--- src/rtl/laser_driver.sv ---
// laser_driver: host-side companion for one LASER coverage engine.
// Buffers a 40-point frame, streams it into the engine as the engine
// leaves reset, then waits for DONE (bounded by TIMEOUT). It captures
// the two circle centres, optionally re-scores them against the
// stored frame, and reports the result with a one-cycle strobe.
// Build option: define LASER_DRIVER_SCORE_EN to build the SCORE state
// and the squared-distance datapath; otherwise o_score is tied to 0.
// Ports:
//   i_clk, i_rst             clock, async active-high reset
//   i_ld_valid, o_ld_ready   load handshake (ready only in IDLE)
//   i_ld_x, i_ld_y           load point coordinates
//   o_l_rst, o_l_x, o_l_y    engine reset and point stream
//   i_l_done, i_l_c*         engine completion and circle centres
//   o_res_valid, o_res_c*    result strobe and captured centres
//   o_score, o_lat, o_err    covered count, WAIT cycles, timeout flag
//   o_busy                   high in any state other than IDLE
module laser_driver #(
   parameter int TIMEOUT = 1023
) (
   input  logic        i_clk,
   input  logic        i_rst,
   input  logic        i_ld_valid,
   output logic        o_ld_ready,
   input  logic [3:0]  i_ld_x,
   input  logic [3:0]  i_ld_y,
   output logic        o_l_rst,
   output logic [3:0]  o_l_x,
   output logic [3:0]  o_l_y,
   input  logic        i_l_done,
   input  logic [3:0]  i_l_c1x,
   input  logic [3:0]  i_l_c1y,
   input  logic [3:0]  i_l_c2x,
   input  logic [3:0]  i_l_c2y,
   output logic        o_res_valid,
   output logic [3:0]  o_res_c1x,
   output logic [3:0]  o_res_c1y,
   output logic [3:0]  o_res_c2x,
   output logic [3:0]  o_res_c2y,
   output logic [5:0]  o_score,
   output logic [15:0] o_lat,
   output logic        o_err,
   output logic        o_busy
);

   localparam logic [15:0] LP_TMO  = 16'(TIMEOUT);
   localparam logic [5:0]  LP_LAST = 6'd39;

   typedef enum logic [2:0] {
      S_IDLE,
      S_STREAM,
      S_WAIT,
`ifdef LASER_DRIVER_SCORE_EN
      S_SCORE,
`endif
      S_REPORT
   } state_t;

   state_t      r_state;
   state_t      w_nstate;
   logic [5:0]  r_wcnt;
   logic [5:0]  r_rcnt;
   logic [5:0]  w_rnext;
   logic [7:0]  r_buf [40];
   logic [15:0] r_lat;
   logic [15:0] w_lat_inc;
   logic        w_load;
   logic        w_start;
   logic        w_done;
   logic        w_tmo;

   logic        r_ld_ready;
   logic        r_l_rst;
   logic [3:0]  r_l_x;
   logic [3:0]  r_l_y;
   logic        r_res_valid;
   logic [3:0]  r_c1x;
   logic [3:0]  r_c1y;
   logic [3:0]  r_c2x;
   logic [3:0]  r_c2y;
   logic        r_err;
   logic        r_busy;

   assign w_load    = (r_state == S_IDLE) && i_ld_valid;
   assign w_start   = (r_state == S_IDLE) && (w_nstate == S_STREAM);
   assign w_lat_inc = (r_lat == 16'hFFFF) ? r_lat : r_lat + 16'd1;
   assign w_done    = (r_state == S_WAIT) && i_l_done;
   // DONE wins over a timeout landing on the same cycle
   assign w_tmo     = (r_state == S_WAIT) && !i_l_done
                      && (w_lat_inc == LP_TMO);

   always_ff @(posedge i_clk or posedge i_rst) begin
      if (i_rst) begin
         r_state <= S_IDLE;
      end else begin
         r_state <= w_nstate;
      end
   end

   always_comb begin
      w_nstate = r_state;
      unique case (r_state)
         S_IDLE: begin
            if (w_load && (r_wcnt == LP_LAST)) begin
               w_nstate = S_STREAM;
            end
         end
         S_STREAM: begin
            if (r_rcnt == LP_LAST) begin
               w_nstate = S_WAIT;
            end
         end
         S_WAIT: begin
            if (w_done) begin
`ifdef LASER_DRIVER_SCORE_EN
               w_nstate = S_SCORE;
`else
               w_nstate = S_REPORT;
`endif
            end else if (w_tmo) begin
               w_nstate = S_REPORT;
            end
         end
`ifdef LASER_DRIVER_SCORE_EN
         S_SCORE: begin
            if (r_rcnt == LP_LAST) begin
               w_nstate = S_REPORT;
            end
         end
`endif
         S_REPORT: begin
            w_nstate = S_IDLE;
         end
         default: begin
            w_nstate = S_IDLE;
         end
      endcase
      // read pointer restarts on every state entry
      w_rnext = (w_nstate == r_state) ? r_rcnt + 6'd1 : 6'd0;
   end

   always_ff @(posedge i_clk) begin
      if (w_load) begin
         r_buf[r_wcnt] <= {i_ld_x, i_ld_y};
      end
   end

   // outputs are registered from the next state so that L_RST drops
   // in the very cycle entry 0 appears on L_X/L_Y
   always_ff @(posedge i_clk or posedge i_rst) begin
      if (i_rst) begin
         r_wcnt      <= 6'd0;
         r_rcnt      <= 6'd0;
         r_ld_ready  <= 1'b1;
         r_l_rst     <= 1'b1;
         r_l_x       <= 4'd0;
         r_l_y       <= 4'd0;
         r_res_valid <= 1'b0;
         r_c1x       <= 4'd0;
         r_c1y       <= 4'd0;
         r_c2x       <= 4'd0;
         r_c2y       <= 4'd0;
         r_lat       <= 16'd0;
         r_err       <= 1'b0;
         r_busy      <= 1'b0;
      end else begin
         r_ld_ready  <= (w_nstate == S_IDLE);
         r_busy      <= (w_nstate != S_IDLE);
         r_l_rst     <= (w_nstate != S_STREAM) && (w_nstate != S_WAIT);
         r_res_valid <= (w_nstate == S_REPORT);
         r_rcnt      <= w_rnext;
         if (w_load) begin
            r_wcnt <= (r_wcnt == LP_LAST) ? 6'd0 : r_wcnt + 6'd1;
         end
         if (w_nstate == S_STREAM) begin
            r_l_x <= r_buf[w_rnext][7:4];
            r_l_y <= r_buf[w_rnext][3:0];
         end else begin
            r_l_x <= 4'd0;
            r_l_y <= 4'd0;
         end
         if (w_start) begin
            r_lat <= 16'd0;
            r_err <= 1'b0;
         end else if (r_state == S_WAIT) begin
            r_lat <= w_lat_inc;
         end
         if (w_done) begin
            r_c1x <= i_l_c1x;
            r_c1y <= i_l_c1y;
            r_c2x <= i_l_c2x;
            r_c2y <= i_l_c2y;
         end else if (w_tmo) begin
            r_c1x <= 4'd0;
            r_c1y <= 4'd0;
            r_c2x <= 4'd0;
            r_c2y <= 4'd0;
            r_err <= 1'b1;
         end
      end
   end

`ifdef LASER_DRIVER_SCORE_EN
   logic [5:0] r_score;
   logic [7:0] w_pt;
   logic       w_cov;

   function automatic logic [3:0] f_abs(
      input logic [3:0] a,
      input logic [3:0] b
   );
      return (a > b) ? a - b : b - a;
   endfunction

   // widened to 9 bits before squaring so 15*15+15*15 cannot wrap
   function automatic logic f_in(
      input logic [7:0] p,
      input logic [3:0] cx,
      input logic [3:0] cy
   );
      logic [8:0] dx;
      logic [8:0] dy;
      dx = {5'd0, f_abs(p[7:4], cx)};
      dy = {5'd0, f_abs(p[3:0], cy)};
      return (dx * dx + dy * dy) <= 9'd16;
   endfunction

   assign w_pt  = r_buf[r_rcnt];
   assign w_cov = f_in(w_pt, r_c1x, r_c1y) || f_in(w_pt, r_c2x, r_c2y);

   always_ff @(posedge i_clk or posedge i_rst) begin
      if (i_rst) begin
         r_score <= 6'd0;
      end else if (w_start) begin
         r_score <= 6'd0;
      end else if ((r_state == S_SCORE) && w_cov) begin
         r_score <= r_score + 6'd1;
      end
   end

   assign o_score = r_score;
`else
   assign o_score = 6'd0;
`endif

   assign o_ld_ready  = r_ld_ready;
   assign o_l_rst     = r_l_rst;
   assign o_l_x       = r_l_x;
   assign o_l_y       = r_l_y;
   assign o_res_valid = r_res_valid;
   assign o_res_c1x   = r_c1x;
   assign o_res_c1y   = r_c1y;
   assign o_res_c2x   = r_c2x;
   assign o_res_c2y   = r_c2y;
   assign o_lat       = r_lat;
   assign o_err       = r_err;
   assign o_busy      = r_busy;

endmodule

--- config.mk ---
export PLATFORM = sky130hd
export DESIGN_NAME = laser_driver
export DESIGN_NICKNAME = d
export VERILOG_FILES = /design/src/rtl/laser_driver.sv
export SDC_FILE = /design/constraint.sdc
export NUM_CORES = 1
export LEC_CHECK = 0
export BUFFER_PORTS_ARGS = -buffer_cell sky130_fd_sc_hd__buf_2
export CAP_MARGIN = 20
export CORE_MARGIN = 5
export CORE_UTILIZATION = 45
export CTS_BUF_LIST = sky130_fd_sc_hd__clkbuf_4 sky130_fd_sc_hd__clkbuf_8 sky130_fd_sc_hd__clkbuf_16
export DETAILED_ROUTE_END_ITERATION = 10
export PLACE_DENSITY = 0.71
export SKIP_LAST_GASP = 1
export SYNTH_ARGS = -nofsm -noshare
export SYNTH_HDL_FRONTEND = slang
export SYNTH_SLANG_ARGS = --single-unit
--- constraint.sdc ---
create_clock -name i_clk -period 3.1 [get_ports i_clk]
set_clock_uncertainty 0.2 [all_clocks]
set_input_delay 0.31 -clock i_clk [delete_from_list [all_inputs] [get_ports i_clk]]
set_output_delay 0.31 -clock i_clk [all_outputs]
set_load 0.01 [all_outputs]
After elaboration in Yosys (flattened, before gate mapping)
Memory sizes are Yosys's and may differ from the RTL's.
Cells that the tools add are included.
Cells by class
  div/mod/pow operators: 0
  reductions and logical operators: 13
  add/sub/neg operators: 3
  shifts and indexed selects: 0
  order comparisons: 0
  multiplexer cells: 22
  multiply operators: 0
  eq/ne operators: 11
  bitwise operators: 0
Operators by type and width (count)
  $mux W16: 3
  $mux W4: 7
  $add A16 B1 Y16 const B: 1
  $eq A16 B10 Y1 const B: 1
  $eq A16 B16 Y1 const B: 1
  $add A6 B1 Y6 const B: 2
  $eq A6 B6 Y1 const B: 2
  $mux W3: 4
  $mux W6: 2
  $pmux W3 S3: 1
  $logic_and A1 B1 Y1: 7
  $eq A3 B1 Y1 const B: 2
  $eq A3 B2 Y1 const B: 2
  $logic_not A3 Y1: 2
  $mux W1: 5
  $reduce_bool A2 Y1: 2
  $eq A3 B3 Y1: 1
  $ne A3 B1 Y1 const B: 1
  $ne A3 B2 Y1 const B: 1
  $reduce_bool A3 Y1: 1
  $logic_not A1 Y1: 1
Storage, ports and cells
  memories kept: 1
  output and inout port bits: 51
  bits in registers: 60
  bits in writable memories: 320
  bits of input ports: 28
  word-level logic and storage cells: 65
  bits in read-only memories: 0
  latch bits: 0
Memories
  r_buf: words 40, bits a word 8, read ports 1, clocked after memory_dff 0, write ports 1, RTL line 63  | logic [7:0] r_buf [40];

Longest topological paths before layout
  depth in word-level cells: 12
  gate-level depth with buffers: 15
  mapped depth without buffers: 12

Least setup slack after synthesis
OpenSTA, ideal clock, no wires.
  path kind: reg2reg
  start: register r_lat[0] (netlist: o_lat[0])
  end: register r_l_y[3] (netlist: o_l_y[3])
  period minus slack after synthesis: 3442 ps
  slack: -342 ps
  arrival time: 3122 ps
  buffers on the path: 1
  stages on the path, launching flop included: 13
  required time: 2780 ps
  setup time: 120 ps
  cell sequence: dfrtp_1 -> ha_1 -> nand3_1 -> nor4_1 -> mux2_2 -> nor4_4 -> a21o_1 -> inv_2 -> buf_4 -> a221oi_1 -> a211oi_1 -> o311a_1 -> and4_1
On the way
  cells in the longest elaborated chain, start to end: 11
  elaborated cells on any way between the ends: 13
  classes of those cells: add/sub (1); eq/ne (4); mux (6); reduce/logical (1); memory (1)
Ends and longest elaborated chain
  start, declared: RTL line 64  | logic [15:0] r_lat;
  start signal, assigned: RTL line 185  | r_lat <= w_lat_inc;
  $add A16 B1 Y16 / $eq A16 B16 Y1 (equally long branches): RTL line 85  | assign w_lat_inc = (r_lat == 16'hFFFF) ? r_lat : r_lat + 16'd1;
  $mux W16 (*): RTL line 85
  $eq A16 B10 Y1 (*): RTL line 89  | && (w_lat_inc == LP_TMO);
  $logic_and A1 B1 Y1 (*): RTL line 89
  $mux W3 (*): RTL line 119  | end else if (w_tmo) begin
  $mux W3 (*): RTL line 113  | if (w_done) begin
  $pmux W3 S3 (*): RTL line 101  | unique case (r_state)
  $eq A3 B3 Y1: RTL line 138  | w_rnext = (w_nstate == r_state) ? r_rcnt + 6'd1 : 6'd0;
  $mux W6: RTL line 138
  $mem_v2 Z40 W8
  $mux W4 (*): RTL line 174  | if (w_nstate == S_STREAM) begin
  end signal, assigned: RTL line 176  | r_l_y <= r_buf[w_rnext][3:0];
  end, declared: RTL line 74  | logic [3:0] r_l_y;
Mark *: on every way between the ends. The rest lies on a longest branch, timed or not.
A chain may end at the register's enable or synchronous reset.

Worst setup path in the final report
  start: register r_lat[0] (netlist: o_lat[0])
  end: register r_l_y[1] (netlist: o_l_y[1])
Same word-level chain as after synthesis.

==> metrics.cfg <==
[logic_synthesis]
synth_warnings=0
synth.distinct_cells=81
seq_area_frac_synth_pct=70.6
synthTopCellsByCount=320 x edfxtp_1, 132 x nand2_1, 71 x nor2_1
synth_top_area_cell=edfxtp_1
syn_area_um2=15700
async_flop_share_pct=15.8
yosys.area.top_type_share_pct=61.1
synth-main-ff-cell=edfxtp_1
synth_area_leaders=edfxtp_1 61%, dfrtp_1 9.2%, mux2i_1 3.6%
ys_seq_elements=380
synth_most_common_cell=edfxtp_1
synth-edff-count=320
synth.avg_cell_area_um2=14.2
synth_cells=1106

[drt]
drcViolationCount=0
wire_per_inst_um=23.1
vias=10900
drt_iter0_drc=1223
antenna_left=0
wl_um=43000
firstDrtPassIters=6
via_per_inst=5.84

[setup_path]
worst_setup_path_end_kind=flop
required_ns=3.32
crit_path_max_fanout=8
arrival_ns=3.58
path_class=reg -> reg
r2r_start=o_lat[0]
setup.worst_path.start=o_lat[0]
worst_setup_path_start_kind=flop

[power]
clkPwrFrac_pct=38.1
netSwitchingPower_mw=2.74
switching_share_pct=23.8
total_power_mw=11.5
seqPwrFrac_pct=49.8
power-per-cell-area_nw_per_um2=581
p_leak_nw=7.29
p_int_mw=8.78
ir_worst_vdd_uv=489
combPwrFrac_pct=12.2

[sta]
maxSlewHeadroom_pct=37.1
fin_crit_ns=3.36
period_share_pct=108
final_hold_viol_count=0
holdWs_ns=0.123
rsz0062_at_grt=yes
fmax_mhz=298
worst_pin_slew_ns=0.944
drv_slew=0
layout_setup_ws_ns=-0.258
totalNegativeSetupSlack_ns=-1.50
setup_violations=8

[final_layout]
drive_above_1_share_pct=31.0
layout.nets=1407
area_growth_pct=26.1
diodes=0

[floorplanning]
start_util_pct=45.5
io_pins=79
die_h_um=197
dieArea_um2=38800
coreArea_um2=34500
fp.dieW_um=197
fp-row-count=68

[global_routing]
grt_pass1_vias=10700
grtUsageTotal_pct=21.8
overflow=0
grt_max_degree=85
antenna_found_initial=0
grt_pass1_wl_um=64800

[clocking]
cts_htree_levels=2
cts.sink_count=380
clk_pin_slew_ns=0.06
clock_latency_ns=0.54
cts.path.max_buffers=3
cts_root_buf=clkbuf_16
cts_tree=yes
numCtsBuffers=38

[placed_design]
port_buffers=72
globalplace.congestion=0.969
dp_slack_ns=-0.442
dpl.hpwl_um=27700

[outcome]
status=finished with violations
violations=negative setup slack

[flow_run]
cap_violations=0

[min_path]
hp-class=in -> async

[final cells by class]
type	count	area (um2)
clock inverter	10	41.3
sequential	380	11100
fill	2666	14700
timing repair buffer	292	2200
clock buffer	59	1160
tap	455	569
multi-input combinational	651	4690
inverter	13	56.3
[power by group through the flow]
stage | Combinational (mW) | Sequential, mW | Clock [mW]
after CTS | 1.35 | 5.73 | 4.46
final | 1.40 | 5.73 | 4.39
after detailed placement | 1.27 | 5.83 | 0
after floorplan | 0.682 | 5.84 | 0
after global routing | 1.48 | 5.74 | 4.69
after global placement | 1.25 | 5.83 | 0
[flip-flops by register name (all words and copies together) (netlist names), 3 cells and up]
name	count
r_wcnt	6
r_rcnt	6
o_res_c1x	4
r_state	3
o_res_c2x	4
o_l_x	4
o_l_y	4
o_res_c2y	4
r_buf	320
o_res_c1y	4
o_lat	16
[layer usage]
metal	track usage (%)	part of all wire (%)
met5	0	0
met4	5.86	3.1
met3	3.91	10
met2	35.3	46
met1	30.7	40
[cell usage in the layout (no fill, tap or decap), drive strengths merged, types with 22 or more instances in the layout]
cell type	netlist	final
nor2	72	72
clkbuf	39	60
nand2	132	132
nand3	22	22
nor3	22	22
dfrtp	58	58
edfxtp	320	320
a221oi	31	31
buf	29	273
o21ai	55	55
a21oi	30	30
mux2i	56	56
[cells by family (layout without fill, tap and decap cells)]
family                   Yosys count  in the layout  share of synthesized area [%]
multiplexers                      70             70                           5.14
AO/OA/AOI/OAI                    242            242                           11.2
adder cells (fa/ha/maj)            3              3                          0.239
other                              1              7                         0.0238
flip-flops                       380            380                           70.6
buffers and inverters             81            374                           2.35
XOR/XNOR                          18             18                           1.00
AND/OR/NAND/NOR                  311            311                           9.46
[worst paths after layout]
| path | endpoint | slack [ns] | depth (start not counted) |
|---|---|---|---|
| max in group asynchronous | o_lat[10] | 1.87 | 4 |
| worst min register to register | o_err | 0.30 | 1 |
| min in group i_clk | r_wcnt[0] | 0.15 | 4 |
| worst min-delay path | o_lat[15] | 0.12 | 3 |
| worst max register to register | o_l_y[1] | -0.26 | 15 |
| worst max-delay path | o_l_y[1] | -0.26 | 15 |
[worst max-delay path: stages (launching register included)]
cell and delay (ns):
dfrtp_2 0.39, ha_4 0.16, nand3_4 0.08, buf_6 0.16
nor3_4 0.19, mux2_4 0.35, nor4_4 0.28, buf_6 0.17
buf_6 0.12, a21oi_4 0.08, buf_6 0.13, buf_4 0.17
mux2i_1 0.12, a21o_1 0.18, o211a_1 0.16, a2111oi_2 0.27
[per-stage QoR]
| stage | cells | instance area (um2) | util (%) |
|---|---|---|---|
| after floorplan | 1112 | 15800 | - |
| after global placement | 1754 | 17900 | 51.7 |
| after detailed placement | 1754 | 17900 | 51.7 |
| after CTS | 1855 | 19700 | 57.1 |
| after global routing | 1860 | 19800 | 57.5 |
| final | 1860 | 19800 | 57.5 |
[timing repair]
item / 4_1_cts / 5_1_grt
hold buffers: 18 / 0
setup endpoints to repair: 8 / 8
pin swaps: 23 / 14
buffers inserted: 15 / 4
resized for setup: 80 / 17
cloned: 0 / 1
hold endpoints to repair: 53 / 0
(Power assumes the default switching activity.)
